`src/rtl/uart_pkg.sv`:
```
// Shared types and helpers for the UART serializer and future receiver.
package uart_pkg;

  typedef enum logic [2:0] {
    ST_IDLE   = 3'd0,
    ST_START  = 3'd1,
    ST_DATA   = 3'd2,
    ST_PARITY = 3'd3,
    ST_STOP   = 3'd4
  } uart_state_t;

  localparam int unsigned PAR_NONE  = 0;
  localparam int unsigned PAR_ODD   = 1;
  localparam int unsigned PAR_EVEN  = 2;

  // Wide enough for data bit index 0..8 and stop bit index 0..1.
  localparam int unsigned BIT_CNT_W = 4;

  // Frame length in bit times: start + data + optional parity + stop.
  function automatic int unsigned frame_bits(input int unsigned n_bits,
                                             input int unsigned parity,
                                             input int unsigned stop_bits);
    return 1 + n_bits + ((parity != PAR_NONE) ? 1 : 0) + stop_bits;
  endfunction

endpackage

```
`src/rtl/uart_baud_tick.sv`:
```
// Bit-period timer: counts 0..CLKS_PER_BIT-1 and flags the last cycle of each bit.
module uart_baud_tick #(
  parameter int unsigned CLKS_PER_BIT = 868
) (
  input  logic clk,
  input  logic rst,
  input  logic clr,
  output logic tick_c
);

  localparam int unsigned CNT_W = $clog2(CLKS_PER_BIT);
  localparam logic [CNT_W-1:0] CNT_MAX = CNT_W'(CLKS_PER_BIT - 1);

  logic [CNT_W-1:0] count;

  always_ff @(posedge clk) begin
    if (rst || clr) begin
      count <= '0;
    end else if (tick_c) begin
      count <= '0;
    end else begin
      count <= count + CNT_W'(1);
    end
  end

  assign tick_c = (count == CNT_MAX);

endmodule

```
`src/rtl/uart_tx_serializer.sv`:
```
// Stream-to-serial UART transmitter: start bit, LSB-first data, optional parity, stop bits.
module uart_tx_serializer
  import uart_pkg::*;
#(
  parameter int unsigned CLKS_PER_BIT = 868,
  parameter int unsigned N_BITS       = 8,
  parameter int unsigned PARITY       = PAR_NONE,
  parameter int unsigned STOP_BITS    = 1
) (
  input  logic              clk,
  input  logic              rst,
  input  logic [N_BITS-1:0] s_tdata,
  input  logic              s_tvalid,
  output logic              s_tready,
  output logic              tx,
  output logic              busy
);

  if (CLKS_PER_BIT < 2) begin : g_bad_clks
    $error("uart_tx_serializer: CLKS_PER_BIT must be >= 2");
  end
  if (N_BITS < 5 || N_BITS > 9) begin : g_bad_nbits
    $error("uart_tx_serializer: N_BITS must be 5..9");
  end
  if (PARITY > PAR_EVEN) begin : g_bad_parity
    $error("uart_tx_serializer: PARITY must be 0, 1 or 2");
  end
  if (STOP_BITS < 1 || STOP_BITS > 2) begin : g_bad_stop
    $error("uart_tx_serializer: STOP_BITS must be 1 or 2");
  end

  uart_state_t          state;
  uart_state_t          state_nxt;
  logic [N_BITS-1:0]    shreg;
  logic [BIT_CNT_W-1:0] bit_cnt;
  logic                 par_bit;
  logic                 tick_c;
  logic                 accept_c;
  logic                 data_last_c;
  logic                 stop_last_c;
  logic                 tx_nxt;
  logic                 ready_nxt;
  logic                 busy_nxt;

  assign accept_c    = s_tvalid & s_tready;
  assign data_last_c = (bit_cnt == BIT_CNT_W'(N_BITS - 1));
  assign stop_last_c = (bit_cnt == BIT_CNT_W'(STOP_BITS - 1));

  // Restarting the timer on acceptance aligns every bit boundary to the accept edge.
  uart_baud_tick #(
    .CLKS_PER_BIT(CLKS_PER_BIT)
  ) u_baud (
    .clk   (clk),
    .rst   (rst),
    .clr   (accept_c),
    .tick_c(tick_c)
  );

  // State and registered line outputs.
  always_ff @(posedge clk) begin
    if (rst) begin
      state    <= ST_IDLE;
      tx       <= 1'b1;
      s_tready <= 1'b1;
      busy     <= 1'b0;
    end else begin
      state    <= state_nxt;
      tx       <= tx_nxt;
      s_tready <= ready_nxt;
      busy     <= busy_nxt;
    end
  end

  // Next-state logic; every non-idle state advances only on a bit boundary.
  always_comb begin
    state_nxt = state;
    case (state)
      ST_IDLE:   if (accept_c) state_nxt = ST_START;
      ST_START:  if (tick_c) state_nxt = ST_DATA;
      ST_DATA:   if (tick_c && data_last_c)
                   state_nxt = (PARITY != PAR_NONE) ? ST_PARITY : ST_STOP;
      ST_PARITY: if (tick_c) state_nxt = ST_STOP;
      ST_STOP:   if (tick_c && stop_last_c) state_nxt = ST_IDLE;
      default:   state_nxt = ST_IDLE;
    endcase
  end

  // Output logic: value the line carries for the bit that begins on this edge.
  always_comb begin
    tx_nxt    = tx;
    ready_nxt = (state_nxt == ST_IDLE);
    busy_nxt  = (state_nxt != ST_IDLE);
    if (accept_c || tick_c) begin
      case (state_nxt)
        ST_START:  tx_nxt = 1'b0;
        // shreg shifts on this same edge, so a data-to-data boundary shows bit 1.
        ST_DATA:   tx_nxt = (state == ST_DATA) ? shreg[1] : shreg[0];
        ST_PARITY: tx_nxt = par_bit;
        default:   tx_nxt = 1'b1;
      endcase
    end
  end

  // Shift register, parity and bit counter (shared by data and stop phases).
  always_ff @(posedge clk) begin
    if (rst) begin
      shreg   <= '0;
      bit_cnt <= '0;
      par_bit <= 1'b0;
    end else if (accept_c) begin
      shreg   <= s_tdata;
      bit_cnt <= '0;
      par_bit <= (PARITY == PAR_ODD) ? ~^s_tdata : ^s_tdata;
    end else if (tick_c) begin
      case (state)
        ST_DATA: begin
          shreg   <= shreg >> 1;
          bit_cnt <= data_last_c ? '0 : bit_cnt + BIT_CNT_W'(1);
        end
        ST_STOP: bit_cnt <= stop_last_c ? '0 : bit_cnt + BIT_CNT_W'(1);
        default: ;
      endcase
    end
  end

endmodule

```
`config.mk`:
```
export PLATFORM = sky130hd
export DESIGN_NAME = uart_tx_serializer
export DESIGN_NICKNAME = d
export VERILOG_FILES = /design/src/rtl/uart_pkg.sv /design/src/rtl/uart_baud_tick.sv /design/src/rtl/uart_tx_serializer.sv
export SDC_FILE = /design/constraint.sdc
export NUM_CORES = 1
export LEC_CHECK = 0
export BUFFER_PORTS_ARGS = -buffer_cell sky130_fd_sc_hd__buf_2
export CAP_MARGIN = 20
export CORE_UTILIZATION = 40
export DETAILED_ROUTE_END_ITERATION = 12
export GPL_TIMING_DRIVEN = 0
export HOLD_SLACK_MARGIN = 0.06
export PLACE_DENSITY_LB_ADDON = 0.15
export SLEW_MARGIN = 10
export SYNTH_ARGS = -nofsm -noshare
export SYNTH_HDL_FRONTEND = slang
export SYNTH_SLANG_ARGS = --single-unit
export TNS_END_PERCENT = 5
```
`constraint.sdc`:
```
create_clock -name clk -period 2.4 [get_ports clk]
set_clock_uncertainty 0.05 [all_clocks]
set_input_delay 0.48 -clock clk [delete_from_list [all_inputs] [get_ports clk]]
set_output_delay 0.48 -clock clk [all_outputs]
set_load 0.01 [all_outputs]
```
==> impl_metrics.yaml <==
global_route:
  grt_first_pass_wirelength_um: 4750
  grt_pass1_vias: 1072
  gr-total-overflow: 0
  grt_max_degree: 11
  antenna_found_initial: 0
  grt.total_usage_pct: 17.8
hold_path:
  hold_class: "input port to flop"
synthesis:
  synth_fa_ha_area_share_pct: 2.63
  synth_top_family_by_area: "simple AND/OR/NAND/NOR gates"
  ys.flop_type: "dfxtp_1"
  synth_top_cell_by_area: "dfxtp_1"
  seq_area_frac_synth_pct: 40.7
  synth_cell_types: 36
  synth_compound_area_share_pct: 14.6
  synth_simple_gate_area_share_pct: 25.7
  async_flop_share_pct: 0
  synth_area_um2: 1430
  syn_nets: 186
  yosys_register_bits: 29
  synth_edf_count: 0
  synth_xor_area_share_pct: 9.83
  muxShareOfSynthArea_pct: 2.11
  netlist_top_cells_area: "dfxtp_1 (41%), xnor2_1 (8.0%), nor2_1 (7.4%)"
  netlist.area_leader.share_pct: 40.7
  netlist_instances: 172
  yosys_warnings: 0
  syn_avg_cell_area_um2: 8.29
detailed_routing:
  drt_wl_total_um: 2930
  wirelength_met1_um: 1350
  drtIter0Drc: 41
  viasPerCell: 5.04
  postRouteAntennaNets: 0
  met2_length_um: 1360
  num_vias: 1205
  top_layer: "met4"
  dr.pass1.iters: 4
  wl_per_cell_um: 12.2
  wl_met3_um: 140
  drc: 0
run_status:
  outcome: "finished clean"
clock_tree:
  cts.sinks: 29
  clk_pin_slew_ns: 0.09
  post_cts_buffers: 0
  cts_made_buffers: 5
  cts_max_level: 2
  cts_tree: "done"
  clockBufferDepth: 2
  cts_root_buf: "clkbuf_4"
  clkLatencyLatePin_ns: 0.34
critical_path:
  critical_path_required_ns: 2.62
  cp.arrival_ns: 2.45
  worst-path-buf-inv: 1
  critPathSlowestCell: "or4_1"
  cp_cell_sequence: "ha_2, nor4b_4, nand4b_1, or3_1, buf_2, or4_1, a21oi_1"
  cp-start-kind: "flop"
  cp_max_fo: 7
  critical_path.max_stage_delay_ns: 0.52
  crit_type: "flop to flop"
  endpoint_kind: "flop"
  crit_family: "simple AND/OR/NAND/NOR gates"
power_and_ir_drop:
  peakVddDrop_v: 0.000395
  total_power_mw: 1.07
  power.leakage_nw: 0.626
  powerDensity_nw_per_um2: 642
floorplanning:
  die_area_um2: 3810
  io_pins: 14
  dieWidth_um: 61.7
  start_util_pct: 42.4
  die_y_um: 61.7
  rows: 21
  core-area_um2: 3360
timing:
  holdWs_ns: 0.329
  fin_crit_sh_pct: 92.9
  worst_slew_pin_slew_ns: 0.491
  drv_slew: 0
  tns_ns: 0
  finalSetupViolations: 0
  rsz0062_at_grt: "no"
  period_minus_slack_ns: 2.23
  final-hold-violation-count: 0
  worst_slew_margin_rel_pct: 67.3
  fmax_mhz: 449
cells_and_area:
  utilization_pct: 49.3
  num_antenna_cells: 0
  final_cell_mix: "nor2_1 (28), dfxtp_1 (28), nand2_1 (20)"
  multi_input_area_um2: 805
  syn2layout_area_growth_pct: 16.3
  layout-drive-gt1-share_pct: 16.1
  finalNetCount: 206
  num-fill-cells: 347
  regArea_um2: 582
placed_design:
  dp_hpwl_um: 2110
  place_congestion: 0.801
  io_buffers: 13
flow_run:
  maxCapViolations: 0
cell usage after synthesis, drive strengths merged, types with 2 or more instances:
| library cell | n |
|---|---|
| a21oi | 5 |
| a311oi | 7 |
| and3 | 3 |
| buf | 2 |
| clkbuf | 7 |
| dfxtp | 29 |
| ha | 3 |
| inv | 7 |
| mux2i | 3 |
| nand2 | 20 |
| nand2b | 3 |
| nand3 | 5 |
| nor2 | 28 |
| nor2b | 4 |
| nor3 | 2 |
| o21ai | 6 |
| o22ai | 2 |
| or3 | 3 |
| or3b | 2 |
| or4 | 2 |
| xnor2 | 13 |
| xor2 | 3 |
logic make-up after synthesis:
logic type               Yosys count
AND/OR/NAND/NOR                   76
AO/OA/AOI/OAI                     29
flip-flops                        29
XOR/XNOR                          16
buffers and inverters             16
multiplexers                       3
adder cells (fa/ha/maj)            3
final timing paths:
path | startpoint | end | slack, ns | cells past startpoint
max | u_baud.count[0] | bit_cnt[3] | 0.17 | 7
min | rst | shreg[6] | 0.33 | 2
max reg2reg | u_baud.count[0] | bit_cnt[3] | 0.17 | 7
min reg2reg | u_baud.count[0] | u_baud.count[0] | 0.39 | 1
what timing repair did:
| item | CTS | global route |
|---|---|---|
| hold endpoints to repair | 0 | 0 |
| resized for setup | 1 | 6 |
| endpoints found under the setup margin | 1 | 4 |
| pin swaps | 0 | 1 |
| hold buffers | 0 | 0 |
| gates cloned | 0 | 0 |
layout make-up:
cell class                 instances  area share (%)
sequential                        29            35.1
clock buffer                       7            3.32
timing repair buffer              13            3.92
tap                               46            3.47
inverter                           7            1.58
multi-input combinational        127            48.5
buffer                             9            2.26
clock inverter                     1            1.81
state kept, by name, indices dropped and copies added (netlist names):
register / cells
shreg: 8
s_tready: 1
tx: 1
u_baud.count: 10
bit_cnt: 4
par_bit: 1
state: 3
busy: 1
where the power goes:
part | switching, mW | internal (mW)
sequential | 0.0149 | 0.504
clock | 0.177 | 0.249
combinational | 0.0670 | 0.0538
total | 0.259 | 0.806
metal layers:
metal / track usage [%] / up-vias
met4: 10.2 / 0
li1: - / 621
met5: 0 / -
met3: 6.21 / 6
met1: 21.0 / 554
met2: 28.0 / 24
through the flow:
step | worst slack, ns | cell area (um^2) | instances
floorplan | 0.343 | 1430 | 172
global placement | 0.0866 | 1550 | 231
detailed placement | -0.00472 | 1550 | 231
CTS | 0.0735 | 1640 | 239
global route | 0.0162 | 1660 | 239
finish | 0.171 | 1660 | 239
(Power assumes the default switching activity.)
